## src/rtl/text_console_writer.sv

```systemverilog
// Writer side of the LC3 text display: clears text RAM, applies character/control codes at the cursor,
// and handles row overflow. Build option CONSOLE_SCROLL_EN: scroll up on overflow (else wrap and clear row 0).
module text_console_writer #(
  parameter int COLS   = 80,
  parameter int ROWS   = 30,
  parameter int ADDR_W = 12
) (
  input  logic                    clk,
  input  logic                    rst,
  input  logic                    char_valid,
  input  logic [7:0]              char_data,
  output logic                    char_ready,
  output logic                    ram_we,
  output logic [ADDR_W-1:0]       ram_addr,
  output logic [7:0]              ram_wdata,
  input  logic [7:0]              ram_rdata,
  output logic [$clog2(COLS)-1:0] cursor_col,
  output logic [$clog2(ROWS)-1:0] cursor_row,
  output logic                    busy
);

  localparam int CW    = $clog2(COLS);
  localparam int RW    = $clog2(ROWS);
  localparam int NW    = ADDR_W + 1;
  localparam int CELLS = COLS * ROWS;
  localparam logic [7:0] SPACE = 8'h20;
`ifdef CONSOLE_SCROLL_EN
  localparam int SCROLL_CELLS = (ROWS - 1) * COLS;
  localparam int FILL_BASE    = SCROLL_CELLS;
  localparam logic [RW-1:0] OVF_ROW = RW'(ROWS - 1);
`else
  localparam int FILL_BASE    = 0;
  localparam logic [RW-1:0] OVF_ROW = '0;
`endif

  typedef enum logic [2:0] {
    S_CLEAR,
    S_IDLE,
    S_WRITE,
    S_FILL
`ifdef CONSOLE_SCROLL_EN
    , S_SCROLL_RD,
    S_SCROLL_WR
`endif
  } state_t;

  state_t          state, state_nxt;
  logic [NW-1:0]   cnt, cnt_nxt;
  logic [CW-1:0]   col_nxt;
  logic [RW-1:0]   row_nxt;
  logic [CW-1:0]   col_p1, col_p1_nxt;
  logic [RW-1:0]   row_p1, row_p1_nxt;
  logic            ovf_p1, ovf_p1_nxt;
  logic            we_nxt;
  logic [ADDR_W-1:0] addr_nxt;
  logic [7:0]      wdata_q, wdata_nxt;
  logic            ready_nxt;

  function automatic logic [ADDR_W-1:0] cell_addr(input logic [RW-1:0] r, input logic [CW-1:0] c);
    return ADDR_W'(int'(r) * COLS + int'(c));
  endfunction

  // Returns {overflow, next row}; an overflowing row parks at OVF_ROW.
  function automatic logic [RW:0] row_step(input logic [RW-1:0] r);
    if (int'(r) == ROWS - 1) return {1'b1, OVF_ROW};
    return {1'b0, r + 1'b1};
  endfunction

  always_comb begin
    state_nxt  = state;
    cnt_nxt    = cnt;
    col_nxt    = cursor_col;
    row_nxt    = cursor_row;
    col_p1_nxt = col_p1;
    row_p1_nxt = row_p1;
    ovf_p1_nxt = ovf_p1;
    we_nxt     = 1'b0;
    addr_nxt   = ram_addr;
    wdata_nxt  = wdata_q;
    ready_nxt  = 1'b0;
    case (state)
      S_CLEAR: begin
        if (cnt == NW'(CELLS)) begin
          state_nxt = S_IDLE;
          ready_nxt = 1'b1;
          col_nxt   = '0;
          row_nxt   = '0;
        end else begin
          we_nxt    = 1'b1;
          addr_nxt  = ADDR_W'(cnt);
          wdata_nxt = SPACE;
          cnt_nxt   = cnt + 1'b1;
        end
      end
      S_IDLE: begin
        ready_nxt = 1'b1;
        // Acceptance stage: decode the code and precompute the cursor applied after the write cycle.
        if (char_valid && char_ready) begin
          ready_nxt  = 1'b0;
          state_nxt  = S_WRITE;
          col_p1_nxt = cursor_col;
          row_p1_nxt = cursor_row;
          ovf_p1_nxt = 1'b0;
          if (char_data >= 8'h20 && char_data <= 8'h7E) begin
            we_nxt    = 1'b1;
            addr_nxt  = cell_addr(cursor_row, cursor_col);
            wdata_nxt = char_data;
            if (int'(cursor_col) == COLS - 1) begin
              col_p1_nxt = '0;
              {ovf_p1_nxt, row_p1_nxt} = row_step(cursor_row);
            end else begin
              col_p1_nxt = cursor_col + 1'b1;
            end
          end else if (char_data == 8'h0A) begin
            col_p1_nxt = '0;
            {ovf_p1_nxt, row_p1_nxt} = row_step(cursor_row);
          end else if (char_data == 8'h0D) begin
            col_p1_nxt = '0;
          end else if (char_data == 8'h08 && cursor_col != '0) begin
            col_p1_nxt = cursor_col - 1'b1;
            we_nxt     = 1'b1;
            addr_nxt   = cell_addr(cursor_row, cursor_col - 1'b1);
            wdata_nxt  = SPACE;
          end
        end
      end
      // Write stage: commit the cursor, then resume or handle the overflow.
      S_WRITE: begin
        col_nxt = col_p1;
        row_nxt = row_p1;
        if (ovf_p1) begin
          cnt_nxt = '0;
`ifdef CONSOLE_SCROLL_EN
          state_nxt = S_SCROLL_RD;
          addr_nxt  = ADDR_W'(COLS);
`else
          state_nxt = S_FILL;
          we_nxt    = 1'b1;
          addr_nxt  = ADDR_W'(FILL_BASE);
          wdata_nxt = SPACE;
`endif
        end else begin
          state_nxt = S_IDLE;
          ready_nxt = 1'b1;
        end
      end
`ifdef CONSOLE_SCROLL_EN
      S_SCROLL_RD: begin
        state_nxt = S_SCROLL_WR;
        we_nxt    = 1'b1;
        addr_nxt  = ADDR_W'(cnt);
      end
      S_SCROLL_WR: begin
        if (cnt == NW'(SCROLL_CELLS - 1)) begin
          state_nxt = S_FILL;
          cnt_nxt   = '0;
          we_nxt    = 1'b1;
          addr_nxt  = ADDR_W'(FILL_BASE);
          wdata_nxt = SPACE;
        end else begin
          state_nxt = S_SCROLL_RD;
          cnt_nxt   = cnt + 1'b1;
          addr_nxt  = ADDR_W'(cnt + NW'(COLS + 1));
        end
      end
`endif
      S_FILL: begin
        if (cnt == NW'(COLS - 1)) begin
          state_nxt = S_IDLE;
          ready_nxt = 1'b1;
        end else begin
          cnt_nxt  = cnt + 1'b1;
          we_nxt   = 1'b1;
          addr_nxt = ADDR_W'(cnt + NW'(FILL_BASE + 1));
        end
      end
      default: state_nxt = S_CLEAR;
    endcase
  end

  always_ff @(posedge clk or posedge rst) begin
    if (rst) begin
      state      <= S_CLEAR;
      cnt        <= '0;
      cursor_col <= '0;
      cursor_row <= '0;
      col_p1     <= '0;
      row_p1     <= '0;
      ovf_p1     <= 1'b0;
      ram_we     <= 1'b0;
      ram_addr   <= '0;
      wdata_q    <= SPACE;
      char_ready <= 1'b0;
      busy       <= 1'b1;
    end else begin
      state      <= state_nxt;
      cnt        <= cnt_nxt;
      cursor_col <= col_nxt;
      cursor_row <= row_nxt;
      col_p1     <= col_p1_nxt;
      row_p1     <= row_p1_nxt;
      ovf_p1     <= ovf_p1_nxt;
      ram_we     <= we_nxt;
      ram_addr   <= addr_nxt;
      wdata_q    <= wdata_nxt;
      char_ready <= ready_nxt;
      busy       <= !ready_nxt;
    end
  end

`ifdef CONSOLE_SCROLL_EN
  // Read data lands in the write cycle, so the copy is forwarded straight from the RAM port.
  assign ram_wdata = (state == S_SCROLL_WR) ? ram_rdata : wdata_q;
`else
  logic unused_rdata;
  assign unused_rdata = ^ram_rdata;
  assign ram_wdata    = wdata_q;
`endif

endmodule

```

## config.mk

```make
export PLATFORM = sky130hd
export DESIGN_NAME = text_console_writer
export DESIGN_NICKNAME = d
export VERILOG_FILES = /design/src/rtl/text_console_writer.sv
export SDC_FILE = /design/constraint.sdc
export NUM_CORES = 1
export LEC_CHECK = 0
export BUFFER_PORTS_ARGS = -buffer_cell sky130_fd_sc_hd__buf_4
export CORE_UTILIZATION = 45
export CTS_CLUSTER_DIAMETER = 50
export CTS_CLUSTER_SIZE = 14
export DETAILED_ROUTE_END_ITERATION = 8
export PLACE_DENSITY = 0.64
export SLEW_MARGIN = 20
export SYNTH_ARGS = -nofsm -noshare
export SYNTH_HDL_FRONTEND = slang
export SYNTH_SLANG_ARGS = --single-unit
```

## constraint.sdc

```tcl
create_clock -name clk -period 3.4 [get_ports clk]
set_clock_uncertainty 0.2 [all_clocks]
set_input_delay 0.68 -clock clk [delete_from_list [all_inputs] [get_ports clk]]
set_output_delay 0.68 -clock clk [all_outputs]
set_load 0.01 [all_outputs]
```

==> results of run 1 <==
metal layers:
metal  share of wire (%)  up-vias  GRT usage (%)  wire, um
met4                 1.5        0           6.89       147
met2                  44       83           32.6      4390
met5                   0        -              0         0
li1                    -     1701              -         -
met3                 4.8       15           5.11       474
met1                  49     1677           31.0      4890
cell usage in the layout, fill, tap and decap left out, types with 2 or more instances in the layout:
cell type,Yosys,final
nor2_1,20,20
mux2i_1,13,12
a31oi_1,8,8
dfrtp_1,61,60
inv_2,1,2
nand2_1,60,60
a222oi_1,2,2
or3_1,3,3
o221a_2,2,2
dfstp_2,2,2
clkbuf_8,0,10
o21ai_0,31,30
nor3_1,11,11
o21ai_2,7,7
a22o_1,15,15
a21o_1,7,7
buf_4,3,59
ha_1,18,18
or2_2,2,2
a221o_1,2,2
a41oi_1,2,2
nand2b_1,3,3
nor2b_1,2,2
and2_1,2,2
nand3_1,10,10
a22oi_1,4,4
clkbuf_1,11,2
xor2_1,11,11
xnor2_1,19,19
a21oi_1,23,22
nand3b_1,2,2
nor3b_1,5,5
o21ai_1,3,4
clkinv_2,0,3
a221oi_1,3,3
o21a_1,5,5
inv_1,21,20
fa_1,3,3
nand4_1,5,5
metrics by stage:
stage,total power (W),cell area [um^2]
floorplan,0.000807,4220
global placement,0.000842,4620
detailed placement,0.000843,4620
CTS,0.00149,4810
global route,0.00154,4810
finish,0.00147,4810
cells by family (layout without fill, tap and decap cells):
group / after synthesis / after routing
and+or+nand+nor: 139 / 139
AOI/OAI and AO/OA: 130 / 130
DFF: 63 / 63
buffers and inverters: 53 / 99
xor gates and xnor gates: 31 / 31
adders and majority gates: 21 / 21
muxes: 13 / 13
repair_timing:
action,in CTS,in global routing
setup endpoints to repair,0,3
endpoints found under the hold margin,0,0
gates resized for setup,0,3
where the power goes:
group / internal [W] / total (W) / switching, W / leakage (nW)
clock: 0.000356 / 0.000643 / 0.000287 / 0.100
sequential: 0.000754 / 0.000756 / 0.00000214 / 0.823
combinational: 0.0000263 / 0.0000713 / 0.0000450 / 1.36
worst max-delay path by stage:
stage / to / slack (ps) / from
after global placement: ram_addr[9] / 220 / cursor_col[0]
after global routing: ram_addr[7] / 10 / cursor_col[0]
after CTS: ram_addr[9] / 120 / cursor_col[0]
final: ram_addr[9] / 200 / cursor_col[0]
after floorplan: ram_addr[10] / 280 / cursor_col[0]
after detailed placement: ram_addr[9] / 140 / cursor_col[0]
area by class of cell:
type	instances	share of cell area (%)
clock buffers	12	3.01
clock inverters	4	0.936
inverters	23	1.79
multi-input cells	334	49.0
flip-flops and latches	63	32.8
well taps	108	2.81
repair buffers	60	9.62
sequential cells by signal, indices dropped and copies added (netlist names):
register and cells:
row_p1 5, busy 1, ovf_p1 1, ram_we 1
state 2, col_p1 7, char_ready 1, cursor_col 7
cnt 13, cursor_row 5, ram_wdata 8, ram_addr 12
==> flow_summary.toml, run 1 <==
[clock_tree]
cts-root-buf = "clkbuf_8"
tritoncts = "done"
clock-sinks = 63
htreeDepth = 3
cts_hold_buf = 0
cts_made_buffers = 9
cts_setup_buffers = 0
clock_latency_ps = 340
clk_path_buf_depth = 2
clk_pin_slew_ps = 70

[setup_path]
cp_max_fo = 6
critical_path_class = "flip-flop to flip-flop"
worstPathRequired_ps = 3480
cp_num_buf_inv = 0
worstPathCellList = "or3_1 -> or3_1 -> xnor2_1 -> ha_1 -> a21o_1 -> a21oi_1 -> mux2i_2 -> a31o_2 -> a21oi_1 -> o22a_1"
critPathSlowestCell = "dfrtp_2"
cp-end-kind = "flip-flop"
critPathTopFamily = "compound AO/OA/AOI/OAI gates"
r2r_end = "ram_addr[9]"
critical_path_arrival_ps = 3290
ff2ff_setup_slack_ps = 200
r2r_start = "cursor_col[0]"
crit_path_start_kind = "flip-flop"
worst-path-stages = 10
slowest_delay_ps = 450
reg2reg_depth = 10

[sta]
fin_crit_ps = 3200
fin_ws_ps = 198
worstMarginPinSlew_ps = 687
fin_hold_ws_ps = 233
finalCritPeriodShare_pct = 94.2
rsz0062_at_grt = "no"
slew_violations = 0
fmax_ghz = 0.312
worst_slew_margin_rel_pct = 54.0
hold_viol = 0
finalSetupViolations = 0
fin_tns_setup_ps = 0

[synth]
synth_compound_area_share_pct = 22.3
synthAdderAreaFrac_pct = 6.76
synth_top_cell_by_area = "dfrtp_1"
syn-num-nets = 490
ys_ff_latch = 63
yosysWarnings = 0
synth-edff-count = 0
synth_area_per_cell_um2 = 9.38
synth_top_family_by_area = "compound AO/OA/AOI/OAI gates"
synth_common_cells = "61 x dfrtp_1, 60 x nand2_1, 31 x o21ai_0"
synth.top_cell.area_share_pct = 36.1
yosys.area_share.simple_pct = 16.9
synth.most_common_cell = "dfrtp_1"
ys.flop_type = "dfrtp_1"
synth_area_mm2 = 0.00422
ys_seq_area_share_pct = 37.4
synth_mux_area_share_pct = 3.08
synthArstFlopShare_pct = 100
synthXorXnorAreaFrac_pct = 6.61
ys_types = 74
synth.area.top_cells = "dfrtp_1 36%, ha_1 5.3%, nand2_1 5.3%"
synth_cells = 450

[routing]
routedWlPerCell_um = 16.4
drt_iter0_drc = 172
drt_wl_total_um = 9900
drc = 0
via_per_inst = 5.75
dr.pass1.iters = 4
vias = 3476
ant_nets = 0

[cells_and_area]
filler_cell_count = 817
area_growth_pct = 14.0
final_core_util_pct = 54.2
fin_nets = 531
drive_gt1_share_pct = 22.4
fin_cells = 604
regArea_mm2 = 0.00158
multi_input_comb_area_mm2 = 0.00236
num_antenna_cells = 0

[power_and_ir_drop]
power.density_mw_per_mm2 = 305
leakage_nw = 2.29
vdd_drop_max_mv = 0.168

[die]
die_y_um = 98.9
die_area_mm2 = 0.00978
die_x_um = 98.9
row_count = 34
initial_core_util_pct = 47.5
core_mm2 = 0.00889
io_pins = 54

[placement]
gp_congestion = 0.890
placedCellCount = 588
dpl_worst_slack_ps = 142
port_buffers = 45
dp_hpwl_um = 7150

[global_route]
grt_overflow = 0
grt_max_degree = 36
grt_usage_pct = 21.8
antenna_found_initial = 0
grt_first_pass_wirelength_um = 16800
grt_pass1_vias = 3367

[min_path]
hp-class = "input port to async pin"

[run]
maxCapViolations = 0

[outcome]
run_status = "complete, no violations"
Power figures use the tool's default switching activity.
==> run 2: changes to the inputs <==
--- a/config.mk
+++ b/config.mk
@@ -6,11 +6,12 @@
 export NUM_CORES = 1
 export LEC_CHECK = 0
 export BUFFER_PORTS_ARGS = -buffer_cell sky130_fd_sc_hd__buf_4
+export CAP_MARGIN = 10
 export CORE_UTILIZATION = 45
 export CTS_CLUSTER_DIAMETER = 50
 export CTS_CLUSTER_SIZE = 14
 export DETAILED_ROUTE_END_ITERATION = 8
-export PLACE_DENSITY = 0.64
+export PLACE_DENSITY = 0.71
 export SLEW_MARGIN = 20
 export SYNTH_ARGS = -nofsm -noshare
 export SYNTH_HDL_FRONTEND = slang
==> run 2 against run 1 <==
First-iteration DRC count grew 17%; register-to-register slack worse by 20 ps; critical endpoint is now ram_addr[8]; via count down 0.37%; clock-buffer cell count is 1 higher; sequential power hardly changed; clock power grew 16%.
==> flow_summary.toml, run 2 (synthesis results as in run 1) <==
[sta]
worstMarginPinSlew_ps = 1070
finalSetupViolations = 0
slew_violations = 0
hold_viol = 0
worst_slew_margin_rel_pct = 28.6
finalCritPeriodShare_pct = 94.9
fin_crit_ps = 3230
fin_tns_setup_ps = 0
rsz0062_at_grt = "no"
fmax_ghz = 0.310

[setup_path]
reg2reg_depth = 12
critical_path_class = "flip-flop to flip-flop"
critical_path_arrival_ps = 3280
r2r_start = "cursor_col[1]"
worstPathRequired_ps = 3460
r2r_end = "ram_addr[8]"
cp-end-kind = "flip-flop"
cp_max_fo = 8
ff2ff_setup_slack_ps = 170
crit_path_start_kind = "flip-flop"

[power_and_ir_drop]
power.density_mw_per_mm2 = 327
p_sw_w = 0.000342
p_clk_share_pct = 47.5
p_sw_share_pct = 21.7
combPwrFrac_pct = 4.4
p_int_w = 0.00123
leakage_nw = 2.29
power.share.sequential_pct = 48.0
vdd_drop_max_mv = 0.208
p_total_w = 0.00157

[clock_tree]
clock_latency_ps = 340
clock-sinks = 63
cts_setup_buffers = 0
cts-root-buf = "clkbuf_8"
cts_hold_buf = 0
cts_made_buffers = 9
clk_pin_slew_ps = 70
tritoncts = "done"
htreeDepth = 3
clk_path_buf_depth = 2
cts_resized = 0

[cells_and_area]
final_cell_mix = "61 x dfrtp_1, 60 x nand2_1, 58 x buf_4"
area_growth_pct = 14.0
top_register = "cnt"
num_antenna_cells = 0
largest_reg_flops = 13
drive_gt1_share_pct = 21.7
final_common_cell = "dfrtp_1"
fin_nets = 529

[die]
die_area_mm2 = 0.00978
row_count = 34
core_mm2 = 0.00889
die_y_um = 98.9
die_x_um = 98.9
io_pins = 54
initial_core_util_pct = 47.5

[global_route]
grt_first_pass_wirelength_um = 16600
grt_usage_pct = 21.7
grt_pass1_vias = 3271
antenna_found_initial = 0
grt_overflow = 0
grt_max_degree = 30

[routing]
routedWlPerCell_um = 16.4
drc = 0
drt_iter0_drc = 202
drt_wl_total_um = 9880
vias = 3463
ant_nets = 0
dr.pass1.iters = 5
via_per_inst = 5.75

[outcome]
run_status = "complete, no violations"

[placement]
port_buffers = 45
dp_hpwl_um = 7170
gp_congestion = 0.942

[min_path]
hp-class = "input port to async pin"

[run]
maxCapViolations = 0
## run 2: worst max path at each step
stage	start	to	slack, ps	depth (start not counted)
finish	cursor_col[1]	ram_addr[8]	170	12
global route	cursor_col[1]	ram_addr[8]	2	12
CTS	cursor_col[1]	ram_addr[9]	120	11
detailed placement	cursor_col[1]	ram_addr[9]	130	11
global placement	cursor_col[1]	ram_addr[9]	210	11
floorplan	cursor_col[0]	ram_addr[10]	280	13
## run 2: metrics by stage
stage / std cells / util (%) / area [um^2] / setup slack (ps) / hold slack [ps]
after global routing: 602 / 54.2 / 4820 / 1.55 / 265
after floorplan: 450 / - / 4220 / 277 / 251
final: 602 / 54.2 / 4820 / 174 / 216
after detailed placement: 586 / 51.6 / 4590 / 134 / 260
after CTS: 602 / 54.1 / 4810 / 115 / 242
after global placement: 586 / 51.6 / 4590 / 206 / 266
## run 2: layer usage
metal  track usage (%)  share of wire [%]  vias up
met5                 0                  0        -
met4              6.89                1.1        0
met3              3.48                4.6        6
met2              33.2                 45       92
met1              31.4                 50     1672
li1                  -                  -     1693
## run 2: final cells by class
cell class	count	area, um^2
clock buffer	13	159
clock inverter	3	65.1
fill	788	4080
multi-input combinational	334	2360
inverter	23	86.3
timing repair buffer	58	435
sequential	63	1580
tap	108	135
## run 2: critical path, cell delays in order, from the launching register on
cell and delay [ps]:
dfrtp_1 460, inv_1 80, ha_1 160, or3b_4 430, or3_1 370, xnor2_1 150
ha_1 350, a21o_1 150, nand2_1 60, mux2i_1 190, xor2_1 190, o211ai_1 110
a31oi_1 240
## run 2: power groups by stage
| stage | sequential, W | clock (W) | combinational, W |
|---|---|---|---|
| 2_1_floorplan | 0.000773 | 0 | 0.0000345 |
| 5_1_grt | 0.000756 | 0.000792 | 0.0000785 |
| 3_3_place_gp | 0.000770 | 0 | 0.0000697 |
| 3_5_place_dp | 0.000771 | 0 | 0.0000711 |
| 6_report | 0.000756 | 0.000749 | 0.0000697 |
| 4_1_cts | 0.000756 | 0.000762 | 0.0000713 |
